[src/rtl/codec_init_sequencer_if.sv]
`default_nettype none
// ============================================================================
// Module      : codec_init_sequencer_if
// Description : Frame handshake between the codec init sequencer (master)
//               and the codec serial SPI/I2C master (slave).
//               frame_valid / frame_ready : valid/ready handshake
//               frame_data                : {reg_addr, reg_data} frame
//               frame_idx                 : table index of the presented frame
// Revision    : 1.0 - initial release
// ============================================================================
interface codec_init_sequencer_if #(
   parameter int ADDR_W = 7,
   parameter int DATA_W = 9,
   parameter int IDX_W  = 4
);
   logic                     frame_valid;
   logic [ADDR_W+DATA_W-1:0] frame_data;
   logic                     frame_ready;
   logic [IDX_W-1:0]         frame_idx;

   modport master (
      output frame_valid,
      output frame_data,
      output frame_idx,
      input  frame_ready
   );

   modport slave (
      input  frame_valid,
      input  frame_data,
      input  frame_idx,
      output frame_ready
   );
endinterface
`default_nettype wire

[src/rtl/codec_init_sequencer.sv]
`default_nettype none
// ============================================================================
// Module      : codec_init_sequencer
// Description : Codec register-init engine. Holds an N_REGS-entry table of
//               {reg_addr, reg_data} frames and streams them to the serial
//               master on start. After entry 0 (the codec reset write) it
//               idles SETTLE_CYC cycles before sending the remaining entries.
//               Only the data field of each entry is writable at run time.
// Ports       : clk, rst_n        - clock, async active-low reset
//               start             - 1-cycle pulse, ignored while busy
//               cfg_we/idx/data   - data-field write, only accepted in idle
//               cfg_err           - 1-cycle pulse on a rejected cfg write
//               busy, done        - sequence running / 1-cycle completion
//               frm (master)      - frame_valid/data/idx out, frame_ready in
// Config      : CODEC_INIT_AUTOSTART_EN - when defined, the sequence starts
//               on the first clk edge after reset release.
// Revision    : 1.0 - initial release
// ============================================================================
module codec_init_sequencer #(
   parameter int N_REGS     = 11,
   parameter int ADDR_W     = 7,
   parameter int DATA_W     = 9,
   parameter int IDX_W      = 4,
   parameter int SETTLE_CYC = 1000,
   // Entry i lives at [i*(ADDR_W+DATA_W) +: ADDR_W+DATA_W]; entry 0 is lowest.
   parameter logic [N_REGS*(ADDR_W+DATA_W)-1:0] INIT_TABLE = {
      16'h1201, 16'h1001, 16'h0E53, 16'h0C00, 16'h0A01, 16'h0810,
      16'h0630, 16'h0430, 16'h0217, 16'h0017, 16'h1E00}
) (
   input  wire logic              clk,
   input  wire logic              rst_n,
   input  wire logic              start,
   input  wire logic              cfg_we,
   input  wire logic [IDX_W-1:0]  cfg_idx,
   input  wire logic [DATA_W-1:0] cfg_data,
   output logic                   cfg_err,
   output logic                   busy,
   output logic                   done,
   codec_init_sequencer_if.master frm
);

   localparam int c_FRAME_W = ADDR_W + DATA_W;
   localparam int c_CNT_W   = (SETTLE_CYC > 1) ? $clog2(SETTLE_CYC) : 1;
   localparam logic [c_CNT_W-1:0] c_SETTLE_LOAD =
      c_CNT_W'((SETTLE_CYC > 0) ? SETTLE_CYC - 1 : 0);
   localparam logic [IDX_W-1:0] c_LAST = IDX_W'(N_REGS - 1);

   typedef enum logic [1:0] {
      S_IDLE   = 2'd0,
      S_SEND   = 2'd1,
      S_SETTLE = 2'd2,
      S_FIN    = 2'd3
   } state_t;

   state_t               r_state;
   logic [IDX_W-1:0]     r_idx;
   logic                 r_valid;
   logic [c_FRAME_W-1:0] r_frame;
   logic                 r_busy;
   logic                 r_done;
   logic                 r_cfg_err;
   logic [c_CNT_W-1:0]   r_cnt;
   logic [DATA_W-1:0]    r_data [N_REGS];

   logic [ADDR_W-1:0]    w_addr      [N_REGS];
   logic [DATA_W-1:0]    w_init_data [N_REGS];
   logic                 w_start;
   logic                 w_idx_ok;
   logic                 w_cfg_ok;
   logic [IDX_W-1:0]     w_next_idx;
   logic [c_FRAME_W-1:0] w_next_frame;
   logic [c_FRAME_W-1:0] w_first_frame;

   // Address fields are fixed by INIT_TABLE; only data fields are stored.
   for (genvar gi = 0; gi < N_REGS; gi++) begin : g_table
      assign w_addr[gi]      = INIT_TABLE[gi*c_FRAME_W + DATA_W +: ADDR_W];
      assign w_init_data[gi] = INIT_TABLE[gi*c_FRAME_W +: DATA_W];
   end

`ifdef CODEC_INIT_AUTOSTART_EN
   // Set during reset, cleared on the first edge after release: acts as a
   // start pulse on exactly that edge.
   logic r_auto;
   always_ff @(posedge clk or negedge rst_n) begin
      if (!rst_n) r_auto <= 1'b1;
      else        r_auto <= 1'b0;
   end
   assign w_start = start | r_auto;
`else
   assign w_start = start;
`endif

   assign w_idx_ok   = ({{(32-IDX_W){1'b0}}, cfg_idx} < N_REGS);
   assign w_cfg_ok   = cfg_we && (r_state == S_IDLE) && w_idx_ok;
   assign w_next_idx = r_idx + 1'b1;

   always_comb begin
      w_next_frame = {w_addr[0], r_data[0]};
      for (int i = 0; i < N_REGS; i++) begin
         if (w_next_idx == IDX_W'(i)) w_next_frame = {w_addr[i], r_data[i]};
      end
   end

   // A cfg write to entry 0 in the same cycle as start must be sent, so
   // bypass the table for the first frame.
   assign w_first_frame = {w_addr[0],
                           (w_cfg_ok && (cfg_idx == '0)) ? cfg_data : r_data[0]};

   always_ff @(posedge clk or negedge rst_n) begin
      if (!rst_n) begin
         r_state   <= S_IDLE;
         r_idx     <= '0;
         r_valid   <= 1'b0;
         r_frame   <= '0;
         r_busy    <= 1'b0;
         r_done    <= 1'b0;
         r_cfg_err <= 1'b0;
         r_cnt     <= '0;
         for (int i = 0; i < N_REGS; i++) r_data[i] <= w_init_data[i];
      end else begin
         r_done    <= 1'b0;
         r_cfg_err <= cfg_we && !w_cfg_ok;
         for (int i = 0; i < N_REGS; i++) begin
            if (w_cfg_ok && (cfg_idx == IDX_W'(i))) r_data[i] <= cfg_data;
         end

         case (r_state)
            S_IDLE: begin
               if (w_start) begin
                  r_state <= S_SEND;
                  r_idx   <= '0;
                  r_busy  <= 1'b1;
                  r_valid <= 1'b1;
                  r_frame <= w_first_frame;
               end
            end
            S_SEND: begin
               if (r_valid && frm.frame_ready) begin
                  if ((r_idx == '0) && (SETTLE_CYC > 0)) begin
                     r_state <= S_SETTLE;
                     r_cnt   <= c_SETTLE_LOAD;
                     r_valid <= 1'b0;
                  end else if (r_idx == c_LAST) begin
                     // done is raised on entry so it is visible during FIN
                     r_state <= S_FIN;
                     r_valid <= 1'b0;
                     r_done  <= 1'b1;
                  end else begin
                     r_idx   <= w_next_idx;
                     r_frame <= w_next_frame;
                  end
               end
            end
            S_SETTLE: begin
               if (r_cnt == '0) begin
                  if (N_REGS == 1) begin
                     r_state <= S_FIN;
                     r_done  <= 1'b1;
                  end else begin
                     r_state <= S_SEND;
                     r_idx   <= w_next_idx;
                     r_frame <= w_next_frame;
                     r_valid <= 1'b1;
                  end
               end else begin
                  r_cnt <= r_cnt - 1'b1;
               end
            end
            S_FIN: begin
               r_state <= S_IDLE;
               r_busy  <= 1'b0;
               r_idx   <= '0;
            end
            default: r_state <= S_IDLE;
         endcase
      end
   end

   assign frm.frame_valid = r_valid;
   assign frm.frame_data  = r_frame;
   assign frm.frame_idx   = r_idx;
   assign busy            = r_busy;
   assign done            = r_done;
   assign cfg_err         = r_cfg_err;

endmodule
`default_nettype wire

[src/flat_wrapper.sv]
// flat-port wrapper written by rule: the top's interface ports become plain ports
module codec_init_sequencer_flat 
#(
   parameter int N_REGS     = 11,
   parameter int ADDR_W     = 7,
   parameter int DATA_W     = 9,
   parameter int IDX_W      = 4,
   parameter int SETTLE_CYC = 1000,
                                                                               
   parameter logic [N_REGS*(ADDR_W+DATA_W)-1:0] INIT_TABLE = {
      16'h1201, 16'h1001, 16'h0E53, 16'h0C00, 16'h0A01, 16'h0810,
      16'h0630, 16'h0430, 16'h0217, 16'h0017, 16'h1E00}
)
  (clk, rst_n, start, cfg_we, cfg_idx, cfg_data, cfg_err, busy, done, frm_frame_valid, frm_frame_data, frm_frame_idx, frm_frame_ready);
  codec_init_sequencer_if #(.ADDR_W(ADDR_W), .DATA_W(DATA_W), .IDX_W(IDX_W)) frm_i ();
  input  wire logic clk;
  input  wire logic rst_n;
  input  wire logic start;
  input  wire logic cfg_we;
  input  wire logic [IDX_W-1:0] cfg_idx;
  input  wire logic [DATA_W-1:0] cfg_data;
  output logic cfg_err;
  output logic busy;
  output logic done;
  output wire logic [$bits(frm_i.frame_valid)-1:0] frm_frame_valid;
  output wire logic [$bits(frm_i.frame_data)-1:0] frm_frame_data;
  output wire logic [$bits(frm_i.frame_idx)-1:0] frm_frame_idx;
  input wire logic [$bits(frm_i.frame_ready)-1:0] frm_frame_ready;
  assign frm_frame_valid = frm_i.frame_valid;
  assign frm_frame_data = frm_i.frame_data;
  assign frm_frame_idx = frm_i.frame_idx;
  assign frm_i.frame_ready = frm_frame_ready;
  codec_init_sequencer #(.N_REGS(N_REGS), .ADDR_W(ADDR_W), .DATA_W(DATA_W), .IDX_W(IDX_W), .SETTLE_CYC(SETTLE_CYC), .INIT_TABLE(INIT_TABLE)) u_core (.clk(clk), .rst_n(rst_n), .start(start), .cfg_we(cfg_we), .cfg_idx(cfg_idx), .cfg_data(cfg_data), .cfg_err(cfg_err), .busy(busy), .done(done), .frm(frm_i));
endmodule
[config.mk]
export PLATFORM = sky130hd
export DESIGN_NAME = codec_init_sequencer_flat
export DESIGN_NICKNAME = d
export VERILOG_FILES = /design/src/rtl/codec_init_sequencer_if.sv /design/src/rtl/codec_init_sequencer.sv /design/src/flat_wrapper.sv
export SDC_FILE = /design/constraint.sdc
export NUM_CORES = 1
export LEC_CHECK = 0
export ABC_AREA = 1
export BUFFER_PORTS_ARGS = -buffer_cell sky130_fd_sc_hd__buf_2
export CORE_MARGIN = 2
export CORE_UTILIZATION = 30
export DETAILED_ROUTE_END_ITERATION = 10
export GPL_TIMING_DRIVEN = 0
export HOLD_SLACK_MARGIN = 0.15
export SYNTH_ARGS = -nofsm -noshare
export SYNTH_HDL_FRONTEND = slang
export SYNTH_SLANG_ARGS = --single-unit
[constraint.sdc]
create_clock -name clk -period 2.8 [get_ports clk]
set_clock_uncertainty 0.15 [all_clocks]
set_input_delay 0 -clock clk [delete_from_list [all_inputs] [get_ports clk]]
set_output_delay 0 -clock clk [all_outputs]
set_load 0.03 [all_outputs]
==> results.cfg <==
[power_and_ir_drop]
switchingPower_mw = 3.74
clkPwrFrac_pct = 27.0
p_total_mw = 9.35
p_int_mw = 5.60
power_frac_seq_pct = 33.0
peakVddDrop_mv = 0.438
p_comb_share_pct = 40.0
pwr_density_cell_mw_per_mm2 = 1130
p_sw_share_pct = 40.1
leakage_nw = 4.03

[synth]
synth_common_cells = nand2_1, o21ai_0, dfrtp_1, inv_1, nor2_1
synth_area_leader_cell = dfrtp_1
synth_area_mm2 = 0.00675
netlist.area_leader.share_pct = 41.6
ys.flop_type = dfrtp_1
syn_inst = 867
seq_area_frac_synth_pct = 49.3
synth_warnings = 0
synth_cell_types = 41
synthTopCellsByArea = dfrtp_1, nand2_1, o21ai_0
synth_area_per_cell_um2 = 7.78
synth-seq-cells = 132
synth_async_sr_flop_share_pct = 100
post-synth-top-count-cell = nand2_1
synth_edf_count = 0

[routing]
vias_per_cell = 4.75
drc = 0
wirelength_um = 19700
postRouteAntennaNets = 0
wire_per_inst_um = 15.8
firstDrtPassIters = 5
drtIter0Drc = 440
num_vias = 5909

[worst_hold_path]
hold_path_class = in2reg
hp-start = cfg_data[7]

[placed_design]
dpl-instance-area_mm2 = 0.00732
dpl.cell_count = 1187
gp_congestion = 0.799
dp_slack_ns = -0.155
post-dp-hpwl_um = 13300
placement.io_buffers = 37

[global_routing]
grt_pass1_vias = 5676
track_usage_pct = 17.1
antenna_found_initial = 0
grt_max_degree = 93
grt_pass1_wl_um = 31200
grt-ovfl-total = 0

[flow_run]
cap_violations = 0

[timing]
tns_ns = 0
fmax_ghz = 0.376
hold_violations = 0
finalSetupViolations = 0
fin_hold_ws_ns = 0.273
drv_slew = 0
relSlewSlack_pct = 47.0
fin_ws_ns = 0.143
min_period_ns = 2.66
worstMarginPinSlew_ns = 0.795
period_share_pct = 94.9

[die]
start_util_pct = 30.7
fp.dieH_um = 154
dieArea_mm2 = 0.0237
top_level_ports = 42
core-area_mm2 = 0.0220
fp.dieW_um = 154
rows = 54

[final_layout]
final_util_pct = 37.7
final_nets = 978
drive_above_1_share_pct = 16.4
multi_input_area_mm2 = 0.00287
stdcell_area_mm2 = 0.00828
final_cells = 1244
nFillCells = 2254
diodes = 0
regArea_mm2 = 0.00333
area_delta_synth_final_pct = 22.8

[critical_path]
cp-startpoint = u_core.frm.frame_idx[0]
crit_type = reg2reg
slowest_stage = dfrtp_2
cpPeakStageDelay_ns = 0.48
cp_cell_sequence = ha_4 -> xnor2_4 -> nand3_2 -> buf_2 -> nand2_1 -> o21ai_0 -> o21bai_1 -> nand2_1 -> nand2_1 -> nand2_1 -> nand2_1 -> nand2_1 -> nand2_1 -> nand2_1 -> nand2_1 -> nand2_1
cp.required_ns = 2.97
crit_fanout = 10
worstPathArrival_ns = 2.83
cp_common_cell = nand2_1
crit_path_end_kind = flip-flop
critPathLaunchType = flip-flop
r2r-start = u_core.frm.frame_idx[0]

[cts]
cts_tree = done
htreeDepth = 4
cts_buffers = 17
clk_pin_slew_worst_paths_ns = 0.06
cts_root_buf = clkbuf_16
cts_max_path_buffers = 2
insertion_delay_ns = 0.42
cts_sinks = 132

[outcome]
outcome = finished, final reports clean
[what timing repair did]
action                                  in CTS  in global routing
hold endpoints to repair                   232                  0
pin swaps                                    0                  4
gates resized for setup                      4                 10
hold buffers                                22                  0
cloned                                       0                  0
endpoints found under the setup margin      10                 21
buffers inserted                             0                  3
[routing by layer]
| layer | vias up | share of wire [%] | global-route usage, % |
|---|---|---|---|
| li1 | 2938 | - | - |
| met1 | 2834 | 49 | 24.1 |
| met2 | 124 | 46 | 26.7 |
| met3 | 13 | 4.8 | 4.26 |
| met4 | 0 | 0.63 | 3.47 |
| met5 | - | 0 | 0 |
[worst paths after layout]
kind	end	cells past startpoint	slack, ns
max in group asynchronous	u_core.r_data[9]	4	1.47
worst min-delay path	u_core.r_data[97]	4	0.27
worst max register to register	u_core.frm.frame_data[7]	16	0.14
worst min register to register	u_core.frm.frame_data[6]	2	0.32
worst max-delay path	u_core.frm.frame_data[7]	16	0.14
min in group asynchronous	u_core.r_data[85]	3	0.52
[cell type report]
class                      count  area share, %
sequential                   132           40.2
multi-input combinational    593           34.7
clock buffer                  24           5.94
timing repair buffer          63           5.70
inverter                     104           4.81
tap                          280           4.23
buffer                        40           2.37
clock inverter                 8           2.05
[state kept, by name (all words and copies together) (netlist names)]
name and flops:
u_core.busy 1, u_core.r_cnt 10, u_core.frm.frame_valid 1, u_core.r_data 99, u_core.frm.frame_idx 4, u_core.done 1, u_core.cfg_err 1, u_core.frm.frame_data 13
u_core.r_state 2
[power by group through the flow]
stage               logic, mW  clock network [mW]  registers, mW
global route             4.20                2.63           3.17
finish                   3.74                2.52           3.08
global placement         3.56                   0           3.07
floorplan                2.34                   0           3.21
detailed placement       3.62                   0           3.09
CTS                      3.70                2.54           3.07
[cell usage in the layout (no fill, tap or decap), drive strengths merged, types with 5 or more instances in the layout]
cell / netlist / final
a211oi: 8 / 8
inv: 102 / 101
dlygate4sd3: 0 / 21
nor3: 7 / 7
o21ai: 132 / 132
dfstp: 20 / 20
nand2: 265 / 265
nand3: 29 / 29
bufinv: 0 / 5
nand4: 18 / 18
dfrtp: 112 / 112
a21oi: 21 / 21
nor2: 67 / 67
ha: 9 / 9
clkbuf: 25 / 48
buf: 15 / 58
or2: 14 / 14
[worst max-delay path, delay by kind of cell (launching register included)]
kind / cells / cell delay, ns
AO/OA/AOI/OAI: 2 / 0.35
XOR/XNOR: 1 / 0.27
AND/OR/NAND/NOR: 11 / 0.85
flip-flops: 1 / 0.48
adder cells (fa/ha/maj): 1 / 0.23
buffers and inverters: 1 / 0.21
[kinds of logic (layout without fill, tap and decap cells)]
logic type	count (synthesis)	count (layout)	synth area share, %
compound gates	178	178	14.5
simple gates	401	401	25.4
fa+ha+maj	9	9	1.67
other cells	1	3	0.0556
xor+xnor	2	2	0.371
buf+inv	144	239	8.66
flops	132	132	49.3
Power figures use the tool's default switching activity.
